File: src/rtl/timer_request_arbiter.sv
// Round-robin arbiter that lends one 1 Hz countdown to NUM_REQ requesters.
// The owner's duration is counted down in whole seconds and the owner gets
// a one-cycle done pulse on expiry. The owner can abort by dropping its request.
module timer_request_arbiter #(
    parameter int unsigned NUM_REQ = 4,
    parameter int unsigned DUR_W   = 4
) (
    input  logic                     clk,
    input  logic                     rst,
    input  logic                     secPulse,
    input  logic [NUM_REQ-1:0]       req,
    input  logic [NUM_REQ*DUR_W-1:0] dur,
    output logic [NUM_REQ-1:0]       grant,
    output logic [NUM_REQ-1:0]       done,
    output logic                     busy,
    output logic [DUR_W-1:0]         remaining
);

    localparam int unsigned PtrW = (NUM_REQ > 1) ? $clog2(NUM_REQ) : 1;

    typedef enum logic [1:0] {
        StIdle,
        StCount,
        StDone
    } state_e;

    state_e             state_q, state_d;
    logic [PtrW-1:0]    ptr_q, ptr_d;
    logic [PtrW-1:0]    owner_q, owner_d;
    logic [NUM_REQ-1:0] grant_q, grant_d;
    logic [NUM_REQ-1:0] done_q, done_d;
    logic               busy_q, busy_d;
    logic [DUR_W-1:0]   rem_q, rem_d;

    logic               pick_valid;
    logic [PtrW-1:0]    pick_idx;
    logic [DUR_W-1:0]   pick_dur;
    logic [PtrW-1:0]    owner_next;

    // Round-robin search: first active request at or after ptr, wrapping.
    always_comb begin
        int unsigned     idx;
        logic [PtrW-1:0] idx_p;
        pick_valid = 1'b0;
        pick_idx   = '0;
        idx        = 0;
        idx_p      = '0;
        for (int unsigned k = 0; k < NUM_REQ; k++) begin
            idx   = (32'(ptr_q) + k) % NUM_REQ;
            idx_p = PtrW'(idx);
            if (!pick_valid && req[idx_p]) begin
                pick_valid = 1'b1;
                pick_idx   = idx_p;
            end
        end
    end

    // Duration of the winning requester and the slot after the current owner.
    always_comb begin
        pick_dur   = dur[pick_idx*DUR_W +: DUR_W];
        owner_next = (owner_q == PtrW'(NUM_REQ - 1)) ? '0 : owner_q + PtrW'(1);
    end

    // Next-state and registered-output logic.
    always_comb begin
        state_d = state_q;
        ptr_d   = ptr_q;
        owner_d = owner_q;
        grant_d = grant_q;
        done_d  = '0;
        busy_d  = busy_q;
        rem_d   = rem_q;

        unique case (state_q)
            StIdle: begin
                // secPulse is ignored here, so a tick on the grant-load edge never counts.
                if (pick_valid) begin
                    owner_d = pick_idx;
                    grant_d = {{(NUM_REQ-1){1'b0}}, 1'b1} << pick_idx;
                    busy_d  = 1'b1;
                    rem_d   = pick_dur;
                    state_d = StCount;
                end
            end
            StCount: begin
                if (rem_q == '0) begin
                    // Zero-length grant: expires on its first cycle, no tick needed.
                    done_d  = grant_q;
                    state_d = StDone;
                end else if (!req[owner_q]) begin
                    // Abort beats a coincident final tick.
                    grant_d = '0;
                    busy_d  = 1'b0;
                    rem_d   = '0;
                    ptr_d   = owner_next;
                    state_d = StIdle;
                end else if (secPulse) begin
                    rem_d = rem_q - DUR_W'(1);
                    if (rem_q == DUR_W'(1)) begin
                        done_d  = grant_q;
                        state_d = StDone;
                    end
                end
            end
            StDone: begin
                grant_d = '0;
                busy_d  = 1'b0;
                rem_d   = '0;
                ptr_d   = owner_next;
                state_d = StIdle;
            end
            default: begin
                grant_d = '0;
                busy_d  = 1'b0;
                rem_d   = '0;
                state_d = StIdle;
            end
        endcase
    end

    // State registers with asynchronous active-low reset.
    always_ff @(posedge clk or negedge rst) begin
        if (!rst) begin
            state_q <= StIdle;
            ptr_q   <= '0;
            owner_q <= '0;
            grant_q <= '0;
            done_q  <= '0;
            busy_q  <= 1'b0;
            rem_q   <= '0;
        end else begin
            state_q <= state_d;
            ptr_q   <= ptr_d;
            owner_q <= owner_d;
            grant_q <= grant_d;
            done_q  <= done_d;
            busy_q  <= busy_d;
            rem_q   <= rem_d;
        end
    end

    assign grant     = grant_q;
    assign done      = done_q;
    assign busy      = busy_q;
    assign remaining = rem_q;

endmodule
File: config.mk
export PLATFORM = sky130hd
export DESIGN_NAME = timer_request_arbiter
export DESIGN_NICKNAME = d
export VERILOG_FILES = /design/src/rtl/timer_request_arbiter.sv
export SDC_FILE = /design/constraint.sdc
export NUM_CORES = 1
export LEC_CHECK = 0
export BUFFER_PORTS_ARGS = -buffer_cell sky130_fd_sc_hd__buf_2
export CAP_MARGIN = 15
export CORE_MARGIN = 4
export CORE_UTILIZATION = 50
export DETAILED_ROUTE_END_ITERATION = 12
export PLACE_DENSITY = 0.82
export SLEW_MARGIN = 25
export SYNTH_ARGS = -nofsm -noshare
export SYNTH_HDL_FRONTEND = slang
export SYNTH_SLANG_ARGS = --single-unit
File: constraint.sdc
create_clock -name clk -period 4.9 [get_ports clk]
set_input_delay 0.245 -clock clk [delete_from_list [all_inputs] [get_ports clk]]
set_output_delay 0.245 -clock clk [all_outputs]
set_load 0.005 [all_outputs]
# --- Word level (Yosys, flattened, before mapping) ---
# Cells that the tools add are included.
# Widths: inputs -> output; s select.
word_totals:
  register_bits: 19
  output_inout_bits: 13
  input_bits: 23
  word_cells: 89
op_classes:
  reduce_logical: 14
  add_sub_neg: 5
  mux: 46
  magnitude_cmp: 5
  shift: 2
  eq_ne: 10
ops:
  columns: ["cell", "n"]
  rows:
  - ["$mux 4", 12]
  - ["$mux 2", 12]
  - ["$pmux 4 s2", 2]
  - ["$shiftx 16x5->4", 1]
  - ["$lt 2x3->1 const B", 5]
  - ["$mux 1", 12]
  - ["$reduce_and 3->1", 4]
  - ["$bmux 1 s2", 5]
  - ["$ne 4x4->1 const B", 2]
  - ["$pmux 2 s2", 2]
  - ["$ne 2x2->1 const B", 3]
  - ["$add 2x1->2 const B", 2]
  - ["$add 2x2->2 const B", 2]
  - ["$eq 2x2->1 const B", 2]
  - ["$eq 4x1->1 const B", 1]
  - ["$logic_not 4->1", 1]
  - ["$shl 1x2->4 const A", 1]
  - ["$sub 4x1->4 const B", 1]
  - ["$logic_and 1x1->1", 3]
  - ["$logic_not 1->1", 3]
  - ["$ne 3x3->1 const B", 1]
  - ["$eq 2x1->1 const B", 1]
  - ["$logic_not 2->1", 1]
  - ["$pmux 1 s2", 1]
  - ["other kinds (2)", 2]

# --- Longest topological paths before layout ---
depth:
  ltp_word: 15
  depth_mapped: 7
  mapped_depth_nobuf: 7

# --- Least setup slack after synthesis ---
# No wires, ideal clock.
synth_timing:
  path_kind: "reg2reg"
  from: "register owner_q[1]"
  to: "register rem_q[3], in the netlist remaining[3]"
  arrival_ns: 1.772
  n_path_buf: 0
  synth_period_minus_slack_ns: 1.852
  setup_time_ns: 0.080
  required_time_ns: 4.820
  path_stages_with_launch: 6
  setup_slack_ns: 3.048
  path_cell_list: "dfrtp_1 -> mux4_2 -> a21o_1 -> a21o_1 -> or3_1 -> o211ai_2"
synth_via:
  elab_chain_cells: 5
  elab_cells_between_ends: 7
  cone_classes: "eq/ne (1); mux (5); reduce/logical (1)"
synth_rtl:
  columns: ["element", "line", "rtl"]
  rows:
  - ["start: declaration", "29", "logic [PtrW-1:0] owner_q, owner_d;"]
  - ["start signal: assignment", "134", "owner_q <= owner_d;"]
  - ["$bmux 1 s2 *", "90", "end else if (!req[owner_q]) begin"]
  - ["$mux 1 (not written as such) *", "90", null]
  - ["$mux 4", "90", null]
  - ["$mux 4", "86", "if (rem_q == '0) begin"]
  - ["$pmux 4 s2", "74", "unique case (state_q)"]
  - ["end signal: assignment", "138", "rem_q <= rem_d;"]
  - ["end: declaration", "33", "logic [DUR_W-1:0] rem_q, rem_d;"]
# Mark *: on every way between the ends. The rest lies on a longest branch, timed or not. The select of a mux whose other input is x is not followed.
# A chain may end at the register's enable or synchronous reset.

# --- Final worst setup path ---
# Same ends and word-level chain as after synthesis.

==> results_dict.tcl <==
set metrics [dict create \
    status "finished, final reports clean" \
    cts_buffers 3 \
    cp_slowest_cell "mux4_2" \
    final.fill_count 186 \
    io_pins 36 \
    crit_fanout 6 \
    clock_sinks 19 \
    clk_pin_slew_ns 0.10 \
    grt_pass1_vias 1072 \
    cts.path.max_buffers 2 \
    port_buffers 35 \
    die_w_um 57.4 \
    synthTopCellsByCount "dfrtp_1 (19), nand2_1 (13), nor3b_1 (9)" \
    timing.slew.headroom 0.552 \
    postCtsHoldBufs 1 \
    final_util 0.631 \
    grt_use_total 0.175 \
    drt_wl_total_mm 2.70 \
    synth_most_common_cell "dfrtp_1" \
    seqCellArea_um2 475 \
    finalSetupViolCount 0 \
    nets 189 \
    worst_skew_pair.late_latency_ns 0.29 \
    worst_pin_slew_ns 0.666 \
    die_h_um 57.4 \
    core_um2 2280 \
    crit_chain "mux4_2, a21o_1, a21o_1, or3_1, o211ai_2" \
    syn-instance-count 127 \
    cp.arrival_ns 2.23 \
    yosys_warnings 0 \
    rsz0062_at_grt "no" \
    globalplace.congestion 0.876 \
    peakVddDrop_uv 380 \
    ant_nets 0 \
    setup_tns_ns 0 \
    yosysSeqAreaShare 0.390 \
    cts_root_buf "clkbuf_4" \
    fin_skew_ns 0.00859 \
    multi_input_area_um2 691 \
    synth_top_area_share 0.390 \
    hp-class "input port to flip-flop" \
    first_pass_iters 4 \
    cp.required_ns 5.11 \
    grt_overflow 0 \
    h-tree-depth 1 \
    max_freq_ghz 0.497 \
    syn_area_per_cell_um2 9.61 \
    die_area_um2 3290 \
    critical_path_class "flip-flop to flip-flop" \
    final_max_slew_viol_count 0 \
    synth_area_um2 1220 \
    diodes 0 \
    hpwl_mm 2.16 \
    cts_tree "done" \
    synthArstFlopShare 1.00 \
    layout_min_cycle_time_ns 2.01 \
    drc 0 \
    synth_top_flop_cell "dfrtp_1" \
    fin_crit_sh 0.410 \
    areaGrowthSynthToFinish_pct 17.7 \
    vias 1094 \
    worst_path_most_repeated_cell "a21o_1" \
    hold_ws_ns 0.319 \
    grt_pass1_wl_mm 4.66 \
    synth_top_cells_by_area "dfrtp_1 (39%), nor3b_1 (5.5%), nand2_1 (4.0%)" \
    rows 17 \
    finalHoldViolCount 0 \
    p_leak_nw 0.687 \
    post_cts_buffers 0 \
    endpoint_kind "flip-flop" \
    synth_edf_count 0 \
    power_density_nw_per_um2 561 \
    drtIter0Drc 17 \
    drive_gt1_frac 0.290 \
    max_stage_delay_ns 0.59 \
    synth_cell_type_count 46 \
    synth_nets 153 \
    start_util 0.536 \
    fin_ws_ns 2.89 \
    wire_per_inst_um 14.2 \
    cp-start-kind "flip-flop" \
    pre_cts_ws_ns 2.84 \
    post_cts_resized 0 \
    grt_max_degree 20 \
    antenna_found_initial 0 \
    vias_per_cell 5.76 \
    ys_ff_latch 19 \
    synth_top_area_cell "dfrtp_1" \
    max_cap_violations 0 \
]
final timing paths:
kind                             from      endpoint  slack (ns)  cells after the start
setup / recovery           owner_q[1]  remaining[3]        2.89                      5
hold / removal                dur[14]  remaining[2]        0.32                      3
setup reg to reg           owner_q[1]  remaining[3]        2.89                      5
hold reg to reg                  busy          busy        0.49                      2
max in group asynchronous         rst  remaining[3]        4.20                      2
min in group asynchronous         rst       done[2]        0.40                      2
final cells by class:
class                      instances  share of cell area
clock buffer                       3              0.0157
multi-input combinational         97               0.481
sequential                        19               0.331
inverter                           6              0.0157
clock inverter                     1             0.00348
tap                               28              0.0244
timing repair buffer              36               0.129
power by group:
group          internal (W)  leakage, nW  switching (W)
clock network     0.0000303       0.0177      0.0000454
registers          0.000218        0.244      0.0000676
logic              0.000208        0.425       0.000238
state kept, by name, summed over array words and instances (netlist names):
| register | cells |
|---|---|
| busy | 1 |
| done | 4 |
| grant | 4 |
| owner_q | 2 |
| ptr_q | 2 |
| remaining | 4 |
| state_q | 2 |
cell usage in the layout, fill, tap and decap left out, drive strengths merged, types with 3 or more instances in the layout:
cell,instances
inv,6
and2,4
ha,3
dfrtp,19
nand2b,4
clkbuf,3
a22o,3
a211oi,4
nand2,13
nor3b,9
or3,3
buf,35
nor3,5
nor2,5
or2,3
a21o,3
o21ai,4
through the flow:
stage          cell area [um^2]  power, W  instances
3_3_place_gp               1400  0.000715        185
2_1_floorplan              1220  0.000620        127
6_report                   1440  0.000806        190
4_1_cts                    1440  0.000808        190
3_5_place_dp               1400  0.000730        185
5_1_grt                    1440  0.000882        190
cells by family after synthesis:
family,share of synthesized area
muxes,0.0369
and+or+nand+nor,0.282
AOI/OAI and AO/OA,0.209
DFF,0.390
buffers and inverters,0.0441
xor gates and xnor gates,0.00718
adders and majority gates,0.0308
worst max-delay path: cells and delay by family (launching register included):
family / cells / cell delay, ns
muxes: 1 / 0.59
AOI/OAI and AO/OA: 3 / 0.53
DFF: 1 / 0.42
and+or+nand+nor: 1 / 0.40
metal layers:
| metal | up-vias | part of all wire | track usage |
|---|---|---|---|
| li1 | 546 | - | - |
| met2 | 28 | 0.50 | 0.295 |
| met4 | 0 | 0.0067 | 0.0364 |
| met3 | 2 | 0.044 | 0.0339 |
| met1 | 518 | 0.45 | 0.232 |
| met5 | - | 0 | 0 |
No activity file was read; power rests on OpenSTA's default activity.
